### config.mk
export PLATFORM = sky130hd
export DESIGN_NAME = mmio_shadow_bank
export DESIGN_NICKNAME = d
export VERILOG_FILES = /design/src/rtl/mmio_shadow_bank.sv
export SDC_FILE = /design/constraint.sdc
export NUM_CORES = 1
export LEC_CHECK = 0
export CAP_MARGIN = 10
export CORE_ASPECT_RATIO = 0.5
export CORE_MARGIN = 2
export CORE_UTILIZATION = 49
export DETAILED_ROUTE_END_ITERATION = 8
export PLACE_DENSITY = 0.84
export SLEW_MARGIN = 25
export SYNTH_ARGS = -nofsm -noshare
export SYNTH_HDL_FRONTEND = slang
export SYNTH_SLANG_ARGS = --single-unit
### constraint.sdc
create_clock -name clock -period 5.18 [get_ports clock]
set_clock_uncertainty 0.05 [all_clocks]
set_input_delay 0.777 -clock clock [delete_from_list [all_inputs] [get_ports clock]]
set_output_delay 0.777 -clock clock [all_outputs]
set_load 0.02 [all_outputs]
### src/rtl/mmio_shadow_bank.sv
// Double-buffered MMIO channel registers: the processor writes a working bank, and a commit copies it to the shadow bank in vblank.
// Optional macro SHADOW_BANK_DIRTY_EN adds dirty_mask and copies only the channels written since the last copy.
module mmio_shadow_bank #(
  parameter int NUM_CH = 8,
  parameter int DATA_W = 32,
  parameter int ADDR_W = 4
) (
  input  logic                     clock,
  input  logic                     reset,
  input  logic                     wr_en,
  input  logic [ADDR_W-1:0]        wr_addr,
  input  logic [DATA_W-1:0]        wr_data,
  input  logic [ADDR_W-1:0]        rd_addr,
  output logic [DATA_W-1:0]        rd_data,
  input  logic                     commit_req,
  input  logic                     vblank,
  output logic                     commit_pending,
  output logic                     commit_done,
  output logic                     wr_err,
  output logic [NUM_CH*DATA_W-1:0] shadow_flat
`ifdef SHADOW_BANK_DIRTY_EN
  ,
  output logic [NUM_CH-1:0]        dirty_mask
`endif
);

  localparam int IDX_W = (NUM_CH > 1) ? $clog2(NUM_CH) : 1;
  localparam logic [ADDR_W:0] NUM_CH_L = (ADDR_W + 1)'(NUM_CH);

  typedef enum logic [1:0] {IDLE, ARMED, HOLD} state_t;

  state_t state, state_next;
  logic rearm, rearm_next;
  logic copy;

  logic [DATA_W-1:0] working [NUM_CH];
  logic [DATA_W-1:0] shadow  [NUM_CH];
  logic [NUM_CH-1:0] dirty;

  logic wr_valid, rd_valid;
  logic [IDX_W-1:0] wr_idx, rd_idx;

  assign wr_valid = wr_en && ({1'b0, wr_addr} < NUM_CH_L);
  assign rd_valid = {1'b0, rd_addr} < NUM_CH_L;
  assign wr_idx   = wr_addr[IDX_W-1:0];
  assign rd_idx   = rd_addr[IDX_W-1:0];

  assign commit_pending = (state == ARMED) || ((state == HOLD) && rearm);

  // HOLD keeps a second request until vblank drops, so each window sees at most one copy.
  always_comb begin
    state_next = state;
    rearm_next = rearm;
    copy       = 1'b0;
    case (state)
      IDLE: begin
        if (commit_req) state_next = ARMED;
      end
      ARMED: begin
        if (vblank) begin
          copy       = 1'b1;
          state_next = HOLD;
        end
      end
      HOLD: begin
        if (!vblank) begin
          state_next = (rearm || commit_req) ? ARMED : IDLE;
          rearm_next = 1'b0;
        end else if (commit_req) begin
          rearm_next = 1'b1;
        end
      end
      default: begin
        state_next = IDLE;
        rearm_next = 1'b0;
      end
    endcase
  end

  always_ff @(posedge clock) begin
    if (reset) begin
      state       <= IDLE;
      rearm       <= 1'b0;
      commit_done <= 1'b0;
      wr_err      <= 1'b0;
      rd_data     <= '0;
      dirty       <= '0;
      for (int k = 0; k < NUM_CH; k++) begin
        working[k] <= '0;
        shadow[k]  <= '0;
      end
    end else begin
      state       <= state_next;
      rearm       <= rearm_next;
      commit_done <= copy;
      wr_err      <= wr_en && !wr_valid;

      // The copy reads working before this edge's write lands, so a same-cycle write waits for the next commit.
      if (copy) begin
        for (int k = 0; k < NUM_CH; k++) begin
`ifdef SHADOW_BANK_DIRTY_EN
          if (dirty[k]) shadow[k] <= working[k];
`else
          shadow[k] <= working[k];
`endif
        end
        dirty <= '0;
      end

      if (wr_valid) begin
        working[wr_idx] <= wr_data;
        dirty[wr_idx]   <= 1'b1;
      end

      if (!rd_valid) rd_data <= '0;
      else if (wr_valid && (wr_idx == rd_idx)) rd_data <= wr_data;
      else rd_data <= working[rd_idx];
    end
  end

  for (genvar g = 0; g < NUM_CH; g++) begin : g_flat
    assign shadow_flat[g*DATA_W +: DATA_W] = shadow[g];
  end

`ifdef SHADOW_BANK_DIRTY_EN
  assign dirty_mask = dirty;
`endif

endmodule

==> results.md <==
- The flow ran to the end, and the final reports show no timing, DRC or antenna violations.
- The most common cell in the synthesized netlist is edfxtp_1.
- After legalization and detailed placement, the total HPWL measured around 34000 um.
- Counting every net in the synthesized netlist gives approximately 1400.
- Gates resized during post-CTS repair numbered 0.
- The part of the total power dissipated in sequential elements is 52.8%.
- The number of buffers inserted by port buffering is between 300 and 400.
- The busiest metal layer after global routing is met2.
- Summing the areas of all compound-gate instances in the mapped netlist gives approximately 1.9% of the synthesized area.
- The post-detailed-placement cell area is 0.0263 mm^2.
- The number of detailed-routing iterations run before antenna repair is 5.
- The growth of design area from synthesis to finish is 25.6%.
- The clock drives about 550 sinks.
- The mapped netlist covers about 0.022 mm^2.
- The internal power of the cells totals 7700 uW.
- For this run, design rule violations remaining after detail routing come to 0.
- Along the worst hold path, the cell count comes to 2.
- The async set-reset flop share out of synthesis is 0%.
- In the post-synthesis netlist, the biggest area contributors are edfxtp_1 (69%), and2_1 (13%), mux4_2 (6.5%).
- The main combinational cell family by area after synthesis is simple AND/OR/NAND/NOR gates.
- The critical path startpoint category is an input pin.
- For this design, the CTS-stage hold fixing added 0 buffers.
- The post-synthesis sequential area ratio is 72.4%.
- Power spread over the standard cell area amounts to 359 mW/mm^2.
- The worst supply voltage drop on vdd is 0.276 mV.
- After floorplanning, the core was divided into 55 placement rows.
- The transition at the pin with the smallest max-transition slack is 1.10 ns.
- The max-slew violation count came to 0.
- The path category of the worst min-delay check is flop to flop.
- The post-CTS setup buffer count is 0.
- The worst setup timing slack at the placement stage is roughly 1.4 ns.
- The first global-routing pass estimated 82300 um of wire.
- The post-synthesis adder-cell area fraction is 0%.
- The initial antenna violation count came to 1.
- The final global-route overflow total is 0.
- Summed over all cells, the static leakage comes to approximately 0.01 uW.
- The clock passes through at most 3 buffers.
- The clock network fraction of total power is 36.7%.
- The cell area after layout is 0.0280 mm^2.
- Counting flops with a built-in enable in the synthesized netlist gives ~510.
- Counting flops and latches in the post-synthesis netlist gives ~550.
- The routing usage on met1 is a little over a quarter.
- Synthesis produced between 1000 and 1500 cells.
- In this run the tightest slew margin relative to its limit is a little over a quarter.
- The routed wire length per instance is roughly 25 um.
- The detailed-route vias per instance is 5.50.
- The cell sitting at the root of the clock tree is a clkbuf_16.
- The count of nets left with antenna violations after detail routing is 0.
- The number of nets in the finished design is approximately 1700.
- The global-route met3 utilization is about 3.5%.
- At the worst endpoint, the required time is approximately 5.3 ns.
- At the end of routability-driven placement, the weighted congestion stood at approximately 0.82.
- The setup-violating endpoint count in the final report is 0.
- Hold timing on the final database bottoms out at a slack of 0.495 ns.
- The first routing iteration left approximately 1300 violations.
- Along the worst path, the maximum fanout reaches 33.
- The total number of H-tree levels is 2.
- Global routing used a little under a quarter of the available tracks.
- Net switching is a little under a quarter of the power.
- The total wirelength of the detailed-routed design is about 57000 um.
- The parity-gate share of the synthesized area counting xor and xnor cells is 0.118%.
- The via count of the first global-routing pass came to approximately 13000.
- The kind of end point of the critical path is a flop.
- Timing would allow up to about 310 MHz.
- The post-layout worst setup margin is approximately 2 ns.
- TritonCTS created a little under 50 clock buffers.
- The initial standard-cell utilization of the core is 49.5%.
- The count of pins on the block boundary is 336.
- The final number of hold-violating endpoints is 0.
- The simple-gate share of the synthesized area is between 15 and 20%.
- After floorplanning, the core was sized to cover around 0.045 mm^2.
- The count of different cell masters after synthesis is 26.
- The clock slew seen by the registers of the worst setup and hold paths is roughly 0.060 ns.
- The startpoint-to-endpoint class of the critical path is input pin to flop.
- Across all layers, the routed design uses 12735 vias.
- The fraction of met2 tracks used by global routing is 43.8%.
- The minimum period implied by the final worst setup slack is 3.18 ns.
- The clock insertion delay at the later pin of the skew report is 0.56 ns.
- Setup repair after global routing left no endpoint under its margin.
- The synthesized design devotes to its leading area cell type between 60% and 70% of total area.
- At the worst endpoint, the arrival time is ~3.3 ns.
- The prevailing post-synth register cell is edfxtp_1.
- In the final layout, the share of cells above drive strength 1 is 12.8%.
- Counting instances in the post-synthesis netlist gives the leading cell types as edfxtp_1 (512), and2_1 (448), mux4_2 (64), nor2b_1 (64), nor2_1 (42).
- After routing, the total negative slack on setup checks comes to 0 ns.
- Of all cell types, the one taking the most synthesized area is edfxtp_1.
- Yosys printed 0 warnings.
- The depth of the worst register-to-register path is 6.
- Combinational cells account for a little over a tenth of the total power.
- The height of the die is approximately 150 um.
- The synthesized area divided by synthesized cell count is between 15 and 20 um^2.
- TritonCTS built the clock tree.
- Multiplexer cells account for just under 8% of the synthesized area.
- The width of the die is 305 um.
- Max-cap violations in this run came to 0.
- The die covers ~0.047 mm^2.
- The switching power is around 2300 uW.
- The period utilization is roughly three fifths.
- Entering global routing, the biggest net connects ~130 pins.
-- final timing paths --
path	endpoint	slack, ns	startpoint
setup / recovery	working[5][6]	2.00	wr_en
hold / removal	rearm	0.49	rearm
setup reg to reg	shadow[0][42]	2.61	state[1]
hold reg to reg	rearm	0.49	rearm
-- power by group through the flow --
stage / registers, uW / clock network, uW / logic, uW
6_report: 5300 / 3680 / 1060
4_1_cts: 5300 / 3690 / 1060
3_3_place_gp: 5390 / 0 / 1030
2_1_floorplan: 5550 / 0 / 331
3_5_place_dp: 5390 / 0 / 1060
5_1_grt: 5310 / 3850 / 1100
-- cell type report --
class,instances,area (um^2)
Clock inverter,34,295
Antenna cell,1,2.50
Sequential cell,549,16100
Clock buffer,57,1330
Timing Repair Buffer,358,3630
Inverter,2,7.51
Fill cell,3012,17000
Multi-Input combinational cell,718,5830
Tap cell,598,748
-- critical path: stages --
cell and delay [ns]:
clkdlybuf4s50_1 0.48, nor3b_2 0.36, nand2_1 0.32, nor2_4 0.16, buf_4 0.37, or2_2 0.84
-- registers in the layout (all words and copies together), names as in the netlist --
register	count
wr_err	1
state	2
shadow	256
commit_done	1
rearm	1
working	256
rd_data	32
-- layout by cell type, fill, tap and decap left out, types with 2 or more instances in the layout --
cell type | netlist | layout
edfxtp_1 | 512 | 512
a211oi_1 | 3 | 3
clkinv_1 | 0 | 9
nor3_1 | 2 | 2
clkbuf_16 | 0 | 51
clkinvlp_4 | 0 | 3
nand2b_1 | 4 | 4
mux2i_1 | 32 | 32
a21oi_1 | 6 | 6
nor3_4 | 0 | 2
and2_1 | 448 | 448
xnor2_1 | 3 | 3
nor2b_1 | 64 | 64
clkbuf_8 | 0 | 3
bufinv_16 | 0 | 5
buf_12 | 0 | 6
inv_1 | 2 | 2
or2_2 | 9 | 4
dfxtp_1 | 37 | 37
buf_16 | 0 | 2
clkdlybuf4s50_1 | 0 | 331
clkbuf_1 | 31 | 3
clkinv_2 | 0 | 16
nor2_1 | 42 | 35
or2_4 | 0 | 5
nor2_4 | 0 | 7
buf_4 | 3 | 17
nand2_1 | 6 | 6
a211oi_2 | 29 | 29
mux4_2 | 64 | 64
-- layer usage --
metal / vias to the layer above / wire length, um
li1: 5533 / -
met5: - / 0
met3: 122 / 3540
met2: 579 / 31100
met4: 0 / 2260
met1: 6501 / 20000
-- stage by stage --
stage | instances | utilization (%) | total power [uW]
finish | 2317 | 62.1 | 10000
detailed placement | 2223 | 58.4 | 6450
global route | 2317 | 62.1 | 10300
floorplan | 1350 | - | 5880
CTS | 2314 | 62.0 | 10100
global placement | 2221 | 58.3 | 6420
-- cells by family (layout without fill, tap and decap cells) --
group	Yosys count	after routing
AND/OR/NAND/NOR	579	579
flip-flops	549	549
multiplexers	96	96
buffers and inverters	83	451
AO/OA/AOI/OAI	40	40
XOR/XNOR	3	3
other	0	1
Power figures use the tool's default switching activity.
